**config.mk**
```make
export PLATFORM = sky130hd
export DESIGN_NAME = ps2_scancode_rx
export DESIGN_NICKNAME = d
export VERILOG_FILES = /design/src/rtl/ps2_scancode_rx.sv
export SDC_FILE = /design/constraint.sdc
export NUM_CORES = 1
export LEC_CHECK = 0
export ABC_CLOCK_PERIOD_IN_PS = 1800
export BUFFER_PORTS_ARGS = -buffer_cell sky130_fd_sc_hd__buf_2
export CAP_MARGIN = 15
export CORE_MARGIN = 4
export CORE_UTILIZATION = 35
export DETAILED_ROUTE_END_ITERATION = 12
export GPL_TIMING_DRIVEN = 1
export HOLD_SLACK_MARGIN = 0.05
export PLACE_DENSITY = 0.57
export SYNTH_ARGS = -nofsm -noshare
export SYNTH_HDL_FRONTEND = slang
export SYNTH_SLANG_ARGS = --single-unit
```
**constraint.sdc**
```tcl
create_clock -name clk -period 1.8 [get_ports clk]
set_clock_uncertainty 0.2 [all_clocks]
set_input_delay 0.18 -clock clk [delete_from_list [all_inputs] [get_ports clk]]
set_output_delay 0.18 -clock clk [all_outputs]
set_load 0.01 [all_outputs]
```
**src/rtl/ps2_scancode_rx.sv**
```systemverilog
// PS/2 keyboard receiver: pin synchronisation, deglitching, frame decoding
// and E0/F0 prefix folding into one strobed scancode per key event.

module ps2_line_filter #(
  parameter int LEN = 8
) (
  input  logic clk,
  input  logic rst,
  input  logic raw,
  output logic filt
);

  localparam logic [7:0] LAST = 8'(LEN - 1);

  logic       s1;
  logic       s2;
  logic [7:0] cnt;

  // cnt counts consecutive samples that disagree with the current level
  always_ff @(posedge clk) begin
    if (rst) begin
      s1   <= 1'b1;
      s2   <= 1'b1;
      cnt  <= '0;
      filt <= 1'b1;
    end else begin
      s1 <= raw;
      s2 <= s1;
      if (s2 == filt) begin
        cnt <= '0;
      end else if (cnt == LAST) begin
        filt <= s2;
        cnt  <= '0;
      end else begin
        cnt <= cnt + 8'd1;
      end
    end
  end

endmodule

module ps2_scancode_rx #(
  parameter int FILTER_LEN     = 8,
  parameter int TIMEOUT_CYCLES = 25000
) (
  input  logic       clk,
  input  logic       rst,
  input  logic       clkps2,
  input  logic       dataps2,
  output logic [7:0] scancode,
  output logic       extended,
  output logic       released,
  output logic       kbint,
  output logic       err
);

  localparam int WDW = $clog2(TIMEOUT_CYCLES + 1);
  localparam logic [WDW-1:0] WD_LAST = WDW'(TIMEOUT_CYCLES - 1);
  localparam logic [WDW-1:0] WD_ONE  = WDW'(1);

  localparam logic [1:0] IDLE   = 2'd0;
  localparam logic [1:0] DATA   = 2'd1;
  localparam logic [1:0] PARITY = 2'd2;
  localparam logic [1:0] STOP   = 2'd3;

  logic           fclk;
  logic           fdata;
  logic           fclk_q;
  logic           sample;
  logic [1:0]     state;
  logic [2:0]     bitcnt;
  logic [7:0]     shreg;
  logic           par;
  logic           par_ok;
  logic [WDW-1:0] wd;
  logic           good;
  logic           bad;
  logic [7:0]     byte_q;
  logic           ext_pend;
  logic           rel_pend;

  ps2_line_filter #(.LEN(FILTER_LEN)) u_fclk (
    .clk  (clk),
    .rst  (rst),
    .raw  (clkps2),
    .filt (fclk)
  );

  ps2_line_filter #(.LEN(FILTER_LEN)) u_fdata (
    .clk  (clk),
    .rst  (rst),
    .raw  (dataps2),
    .filt (fdata)
  );

  always_ff @(posedge clk) begin
    if (rst) fclk_q <= 1'b1;
    else     fclk_q <= fclk;
  end

  assign sample = fclk_q & ~fclk;
  assign par_ok = ^{shreg, par};

  // Frame decoder; a sample event always beats a coincident timeout
  always_ff @(posedge clk) begin
    if (rst) begin
      state  <= IDLE;
      bitcnt <= '0;
      shreg  <= '0;
      par    <= 1'b0;
      wd     <= '0;
      good   <= 1'b0;
      bad    <= 1'b0;
      byte_q <= '0;
    end else begin
      good <= 1'b0;
      bad  <= 1'b0;
      if (sample) begin
        wd <= '0;
        unique case (state)
          IDLE: begin
            if (!fdata) begin
              state  <= DATA;
              bitcnt <= '0;
            end
          end
          DATA: begin
            shreg  <= {fdata, shreg[7:1]};
            bitcnt <= bitcnt + 3'd1;
            if (bitcnt == 3'd7) state <= PARITY;
          end
          PARITY: begin
            par   <= fdata;
            state <= STOP;
          end
          STOP: begin
            state <= IDLE;
            if (fdata && par_ok) begin
              good   <= 1'b1;
              byte_q <= shreg;
            end else begin
              bad <= 1'b1;
            end
          end
          default: state <= IDLE;
        endcase
      end else if (state != IDLE) begin
        if (wd == WD_LAST) begin
          state <= IDLE;
          wd    <= '0;
          bad   <= 1'b1;
        end else begin
          wd <= wd + WD_ONE;
        end
      end else begin
        wd <= '0;
      end
    end
  end

  // Prefix folding and output update
  always_ff @(posedge clk) begin
    if (rst) begin
      scancode <= '0;
      extended <= 1'b0;
      released <= 1'b0;
      kbint    <= 1'b0;
      err      <= 1'b0;
      ext_pend <= 1'b0;
      rel_pend <= 1'b0;
    end else begin
      kbint <= 1'b0;
      err   <= 1'b0;
      if (bad) begin
        err      <= 1'b1;
        ext_pend <= 1'b0;
        rel_pend <= 1'b0;
      end else if (good) begin
        if (byte_q == 8'hE0) begin
          ext_pend <= 1'b1;
        end else if (byte_q == 8'hF0) begin
          rel_pend <= 1'b1;
        end else begin
          scancode <= byte_q;
          extended <= ext_pend;
          released <= rel_pend;
          kbint    <= 1'b1;
          ext_pend <= 1'b0;
          rel_pend <= 1'b0;
        end
      end
    end
  end

endmodule

```
==> results.py, run 1 <==
metrics = {
    "sta": {
        "finalHoldViolCount": 0,
        "setup_ws_ns": -0.1414,
        "period_needed_ns": 1.941,
        "rsz0062_at_grt": "yes",
        "whs_ns": 0.2132,
        "finalMaxSlewViolations": 0,
        "fmax_ghz": 0.5151,
        "post-route-period-util_pct": 107.9,
        "fin_setup_tns_ns": -2.556,
        "setup_viol": 28,
        "tightest_slew_ns": 0.3157,
        "max_slew_margin_pct": 78.76,
    },
    "synthesis": {
        "synth_top_family_by_area": "simple AND/OR/NAND/NOR gates",
        "synthDistinctLibCells": 39,
        "async_flop_share_pct": 0,
        "ys_seq_area_share_pct": 46.91,
        "synthXorXnorAreaFrac_pct": 9.259,
        "ys_ff_latch": 76,
        "synth_area_leader_cell": "dfxtp_1",
        "muxShareOfSynthArea_pct": 9.645,
        "ys_top_cells_by_area": "dfxtp_1, mux2i_1, nor2_1",
        "yosysTopAreaCellShare_pct": 46.91,
        "syn_avg_cell_area_um2": 9.595,
        "synth_ff_type": "dfxtp_1",
        "synth-compound-area-share_pct": 4.552,
        "syn_inst": 338,
        "synth_area_um2": 3243,
        "synth_edf_count": 0,
        "yosysWarningCount": 0,
        "synth_simple_gate_area_share_pct": 23.07,
        "synth_fp_nets": 351,
        "synth_fa_ha_area_share_pct": 3.472,
    },
    "pwr": {
        "fin_total_pwr_mw": 3.067,
        "p_leak_nw": 1.709,
        "ir_worst_vdd_v": 0.0003990,
        "powerDensity_nw_per_um2": 726.3,
    },
    "grt": {
        "grt_pass1_vias": 2387,
        "grt_usage_pct": 11.66,
        "grt_max_degree": 36,
        "grt_pass1_wl_um": 10580,
        "antenna_found_initial": 0,
        "grt_overflow": 0,
    },
    "clock_network": {
        "clock_path_buffers": 2,
        "root_buffer": "clkbuf_8",
        "htree_num_levels": 3,
        "clock_latency_ns": 0.34,
        "cts_buffers": 9,
        "cts.sinks": 76,
        "cts_tree": "done",
        "clk_pin_slew_worst_paths_ns": 0.08,
    },
    "worst_setup_path": {
        "cp.arrival_ns": 1.95,
        "worstReg2RegStart": "wd[13]$_SDFF_PP0_",
        "start_kind": "flip-flop",
        "path_max_fanout": 2,
        "r2r_cells": 4,
        "required_ns": 1.81,
        "reg2reg_setup_slack_ns": -0.14,
        "path_class": "flip-flop to flip-flop",
        "rr_endpoint": "state[0]$_SDFFE_PP0P_",
        "crit_path_end_kind": "flip-flop",
    },
    "die": {
        "pin_count": 16,
        "die_w_um": 104.3,
        "die_y_um": 104.3,
        "die_area_um2": 10870,
        "start_util_pct": 36.65,
        "rows": 34,
        "core_area_um2": 8848,
    },
    "route": {
        "viasPerCell": 4.711,
        "ant_nets": 0,
        "via_count": 2426,
        "wirelength_um": 5927,
        "drc": 0,
        "routedWlPerCell_um": 11.51,
        "drtIter0Drc": 63,
        "dr.pass1.iters": 4,
    },
    "hold_path": {
        "hp-start": "u_fclk.s1$_SDFF_PP1_",
        "whs_path_depth": 1,
        "min_path_type": "flip-flop to flip-flop",
        "min_to": "u_fclk.s2$_SDFF_PP1_",
    },
    "layout": {
        "fin_nets": 415,
        "ff_latch_area_um2": 1536,
        "finalNonFillerCells": 515,
        "area_delta_synth_final_pct": 30.21,
        "final_util_pct": 47.72,
        "final_design_area_no_fill_um2": 4223,
        "num-fill-cells": 842,
        "antenna_cells": 0,
        "multi_input_area_um2": 1772,
        "drive_gt1_share_pct": 32.19,
    },
    "outcome": {
        "violations": "negative setup slack",
        "status": "finished with violations",
    },
    "place": {
        "dpl.cell_count": 491,
        "placed_area_um2": 3805,
        "place_hpwl_um": 4147,
        "globalplace.congestion": 0.7766,
        "port_buffers": 15,
        "pre_cts_ws_ns": -0.1301,
    },
    "job": {
        "max-cap-violations": 0,
    },
}
## layout by cell type, fill, tap and decap left out, types with 3 or more instances in the layout
master	instances
a21oi_1	4
a22oi_1	3
and3_1	5
buf_12	3
buf_2	15
buf_4	43
clkbuf_8	11
dfxtp_1	64
dfxtp_2	12
dlygate4sd3_1	5
ha_1	8
inv_1	10
mux2i_1	29
nand2_1	13
nand2b_1	20
nand3_1	14
nor2_1	46
nor2_2	7
nor2_4	6
nor2b_1	4
nor4_1	3
o31ai_1	3
or2_2	8
or4_1	3
or4_4	3
xnor2_1	15
xor2_1	13
## final cells by class
class                      count  share of cell area (%)
multi-input combinational    238                   41.96
sequential                    76                   36.39
timing repair buffer          67                   12.62
clock buffer                  11                   3.585
tap                          108                   3.200
clock inverter                 5                   1.363
inverter                      10                  0.8889
## registers in the layout, indices dropped and copies added, names as in the netlist, 2 cells and up
signal and flops:
byte_q 8, wd 15, u_fclk.cnt 8, u_fdata.cnt 8
bitcnt 3, shreg 8, state 2, scancode 8
## power by group
part | total (mW) | switching (mW) | internal (mW)
logic | 0.0478 | 0.0244 | 0.0234
registers | 1.69 | 0.00242 | 1.68
clock network | 1.33 | 0.613 | 0.719
## what timing repair did
| action | CTS | global route |
|---|---|---|
| setup buffers | 0 | 2 |
| cloned | 0 | 1 |
| hold endpoints to repair | 4 | 0 |
| resized for setup | 4 | 31 |
| pin swaps | 1 | 7 |
| hold buffers | 5 | 0 |
| endpoints found under the setup margin | 37 | 45 |
## how the worst max path moves through the flow
stage / from / endpoint / depth (start not counted)
floorplan: wd[9]$_SDFF_PP0_ / state[0]$_SDFFE_PP0P_ / 4
global placement: wd[9]$_SDFF_PP0_ / state[0]$_SDFFE_PP0P_ / 4
detailed placement: wd[9]$_SDFF_PP0_ / state[1]$_SDFFE_PP0P_ / 4
CTS: wd[9]$_SDFF_PP0_ / state[0]$_SDFFE_PP0P_ / 4
global route: wd[13]$_SDFF_PP0_ / state[1]$_SDFFE_PP0P_ / 4
finish: wd[13]$_SDFF_PP0_ / state[0]$_SDFFE_PP0P_ / 4
## cell families after synthesis
group / count (synthesis)
AO/OA/AOI/OAI: 21
AND/OR/NAND/NOR: 147
flip-flops: 76
adder cells (fa/ha/maj): 9
multiplexers: 30
buffers and inverters: 24
XOR/XNOR: 31
## metal layers
| layer | track usage, % | vias up | share of wire, % |
|---|---|---|---|
| met3 | 3.600 | 3 | 2.9 |
| met5 | 0 | - | 0 |
| met1 | 14.61 | 1118 | 48 |
| met4 | 4.274 | 0 | 0.51 |
| met2 | 18.82 | 33 | 48 |
| li1 | - | 1272 | - |
## cells in the mapped netlist (5+ instances only)
| library cell | number |
|---|---|
| a21oi_1 | 6 |
| and3_1 | 5 |
| clkbuf_1 | 10 |
| dfxtp_1 | 76 |
| ha_1 | 9 |
| inv_1 | 10 |
| mux2i_1 | 29 |
| nand2_1 | 13 |
| nand2b_1 | 20 |
| nand3_1 | 14 |
| nor2_1 | 59 |
| or2_2 | 9 |
| or4_1 | 6 |
| xnor2_1 | 16 |
| xor2_1 | 13 |
## worst max-delay path: stages (launching register included)
cell,delay [ns]
dfxtp_2,0.32
or4bb_4,0.54
or4_4,0.56
o21ai_2,0.12
a21oi_1,0.06
Note: power is estimated with default switching activity, not from simulation.
==> run 2: changes to the inputs <==
--- a/config.mk
+++ b/config.mk
@@ -5,6 +5,7 @@
 export SDC_FILE = /design/constraint.sdc
 export NUM_CORES = 1
 export LEC_CHECK = 0
+export ABC_AREA = 1
 export ABC_CLOCK_PERIOD_IN_PS = 1800
 export BUFFER_PORTS_ARGS = -buffer_cell sky130_fd_sc_hd__buf_2
 export CAP_MARGIN = 15
==> run 2 against run 1 <==
The run now ends clean. Sequential power about the same. Register-to-register slack better by 0.20 ns. Critical path depth up 6. Non-clock buffer count down 33. Worst setup slack better by 0.20 ns. Cell count up 22%. Die area up 3.0%. Sequential share of layout area up 2.2 points. Maximum frequency up 12%. Hold slack better by 0.00079 ns. Critical endpoint is now byte_q[1]$_SDFFE_PP0P_. Highest routed layer unchanged.
==> results.py, run 2 <==
metrics = {
    "pwr": {
        "pwr-share-clk_pct": 41.1,
        "comb_power_share_pct": 1.5,
        "powerDensity_nw_per_um2": 725.0,
        "ir_worst_vdd_v": 0.0003776,
        "switching_power_mw": 0.7096,
        "p_seq_share_pct": 57.5,
        "p_leak_nw": 1.678,
        "fin_total_pwr_mw": 2.918,
        "p_sw_share_pct": 24.32,
        "p_int_mw": 2.208,
    },
    "route": {
        "ant_nets": 0,
        "drtIter0Drc": 93,
        "dr.pass1.iters": 4,
        "viasPerCell": 4.576,
        "via_count": 2869,
        "drc": 0,
        "routedWlPerCell_um": 10.59,
        "wirelength_um": 6638,
    },
    "worst_setup_path": {
        "worstPathCellList": "nand2_1, inv_1, nor2_2, nand2_1, nand2_1, nand2_2, nand3_4, nand4_4, nor2_1, nor2_1",
        "required_ns": 1.84,
        "path_buf_inv": 1,
        "rr_endpoint": "byte_q[1]$_SDFFE_PP0P_",
        "critPathLaunch": "shreg[3]$_SDFFE_PP0P_",
        "reg2reg_setup_slack_ns": 0.06,
        "path_class": "flip-flop to flip-flop",
        "cpMaxStageDelayCell": "dfxtp_4",
        "start_kind": "flip-flop",
        "cp_slowest_stage_delay_ns": 0.38,
        "crit_top_cell": "nand2_1",
        "crit_path_end_kind": "flip-flop",
        "worstReg2RegStart": "shreg[3]$_SDFFE_PP0P_",
        "path_max_fanout": 8,
        "cpLargestDelayFamily": "simple AND/OR/NAND/NOR gates",
        "cp.arrival_ns": 1.78,
        "r2r_cells": 10,
    },
    "synthesis": {
        "synth_fp_nets": 471,
        "ys_top_cells_by_area": "dfxtp_1, nand2_1, inv_1",
        "syn_inst": 458,
        "synth_common_cells": "nand2_1, dfxtp_1, inv_1, nor2_1, a21oi_1",
        "syn_avg_cell_area_um2": 7.313,
        "synth_area_leader_cell": "dfxtp_1",
        "yosysTopAreaCellShare_pct": 45.42,
        "yosysMostFrequentCell": "nand2_1",
        "ys_ff_latch": 76,
        "async_flop_share_pct": 0,
        "ys_seq_area_share_pct": 45.42,
        "yosysWarningCount": 0,
        "synth_edf_count": 0,
        "synth_area_um2": 3349,
        "synth_ff_type": "dfxtp_1",
        "synthDistinctLibCells": 31,
    },
    "sta": {
        "tightest_slew_ns": 0.4221,
        "whs_ns": 0.2140,
        "finalHoldViolCount": 0,
        "rsz0062_at_grt": "yes",
        "fin_setup_tns_ns": 0,
        "finalMaxSlewViolations": 0,
        "max_slew_margin_pct": 71.64,
        "period_needed_ns": 1.737,
        "setup_viol": 0,
        "setup_ws_ns": 0.06347,
        "fmax_ghz": 0.5759,
        "post-route-period-util_pct": 96.47,
    },
    "die": {
        "core_area_um2": 9284,
        "pin_count": 16,
        "start_util_pct": 36.08,
        "rows": 35,
        "die_w_um": 105.8,
        "die_area_um2": 11200,
        "die_y_um": 105.8,
    },
    "grt": {
        "grt_overflow": 0,
        "grt_pass1_vias": 2759,
        "grt_pass1_wl_um": 11370,
        "grt_max_degree": 25,
        "antenna_found_initial": 0,
        "grt_usage_pct": 12.36,
    },
    "layout": {
        "area_delta_synth_final_pct": 20.17,
        "largest_reg_flops": 15,
        "final_util_pct": 43.36,
        "layout_common_cells": "nand2_1, dfxtp_1, inv_1",
        "layout_commonest_cell": "nand2_1",
        "finalNonFillerCells": 627,
        "drive_gt1_share_pct": 20.88,
        "final_design_area_no_fill_um2": 4025,
        "fin_nets": 506,
        "antenna_cells": 0,
        "top_register": "wd",
    },
    "place": {
        "place_hpwl_um": 4617,
        "placed_area_um2": 3627,
        "globalplace.congestion": 0.8006,
        "pre_cts_ws_ns": -0.01192,
        "dpl.cell_count": 603,
        "port_buffers": 15,
    },
    "clock_network": {
        "root_buffer": "clkbuf_8",
        "cts_buffers": 9,
        "cts.sinks": 76,
        "clock_latency_ns": 0.35,
        "clk_pin_slew_worst_paths_ns": 0.08,
        "htree_num_levels": 3,
        "cts_tree": "done",
        "clock_path_buffers": 2,
    },
    "hold_path": {
        "whs_path_depth": 1,
        "hp-start": "u_fdata.s1$_SDFF_PP1_",
        "min_path_type": "flip-flop to flip-flop",
        "min_to": "u_fdata.s2$_SDFF_PP1_",
    },
    "job": {
        "max-cap-violations": 0,
    },
    "outcome": {
        "status": "finished, final reports clean",
    },
}
==> run 2: changes by cell type after synthesis, moves of 14 or more <==
cell,delta
inv_1,+51
nand2b_1,-20
a21oi_1,+35
nand2_1,+91
xnor2_1,-14
o21ai_0,+15
mux2i_1,-29
==> run 2: timing repair <==
item                                    4_1_cts  5_1_grt
pin swaps                                     0        8
gates resized for setup                       3       51
cloned                                        0        1
buffers inserted                              0        4
endpoints found under the hold margin         5        0
hold buffers                                  3        0
endpoints found under the setup margin        3       27
==> run 2: kinds of logic after synthesis <==
group / share of synthesized area (%)
AOI/OAI and AO/OA: 9.974
xor gates and xnor gates: 1.308
adders and majority gates: 3.362
buffers and inverters: 8.778
DFF: 45.42
and+or+nand+nor: 31.15
==> run 2: how the worst max path moves through the flow <==
stage                                  end  slack (ns)  cells past startpoint
finish              byte_q[1]$_SDFFE_PP0P_        0.06                     10
floorplan                wd[14]$_SDFF_PP0_        0.17                      9
CTS                 byte_q[2]$_SDFFE_PP0P_        0.01                     11
global placement    byte_q[2]$_SDFFE_PP0P_        0.02                     11
detailed placement  byte_q[2]$_SDFFE_PP0P_       -0.01                     11
global route        byte_q[1]$_SDFFE_PP0P_       -0.04                     10
==> run 2: power by group through the flow <==
stage                     clock [mW]  combinational [mW]  sequential, mW
after detailed placement           0              0.0382            1.73
after floorplan                    0              0.0254            1.73
final                           1.20              0.0432            1.68
after CTS                       1.26              0.0432            1.69
after global placement             0              0.0374            1.73
after global routing            1.34              0.0490            1.68
==> run 2: final cells by class <==
type	instances	area [um2]
fill	1000	5259
multi-input combinational	310	1662
sequential	76	1553
timing repair buffer	34	237.7
inverter	62	232.7
tap	129	161.4
clock buffer	9	123.9
clock inverter	7	55.05
==> run 2: metal layers <==
| metal | vias to the layer above | part of all wire, % | global-route usage (%) |
|---|---|---|---|
| li1 | 1541 | - | - |
| met5 | - | 0 | 0 |
| met3 | 10 | 2.4 | 3.184 |
| met1 | 1296 | 49 | 14.37 |
| met4 | 0 | 1.6 | 6.198 |
| met2 | 22 | 47 | 20.99 |
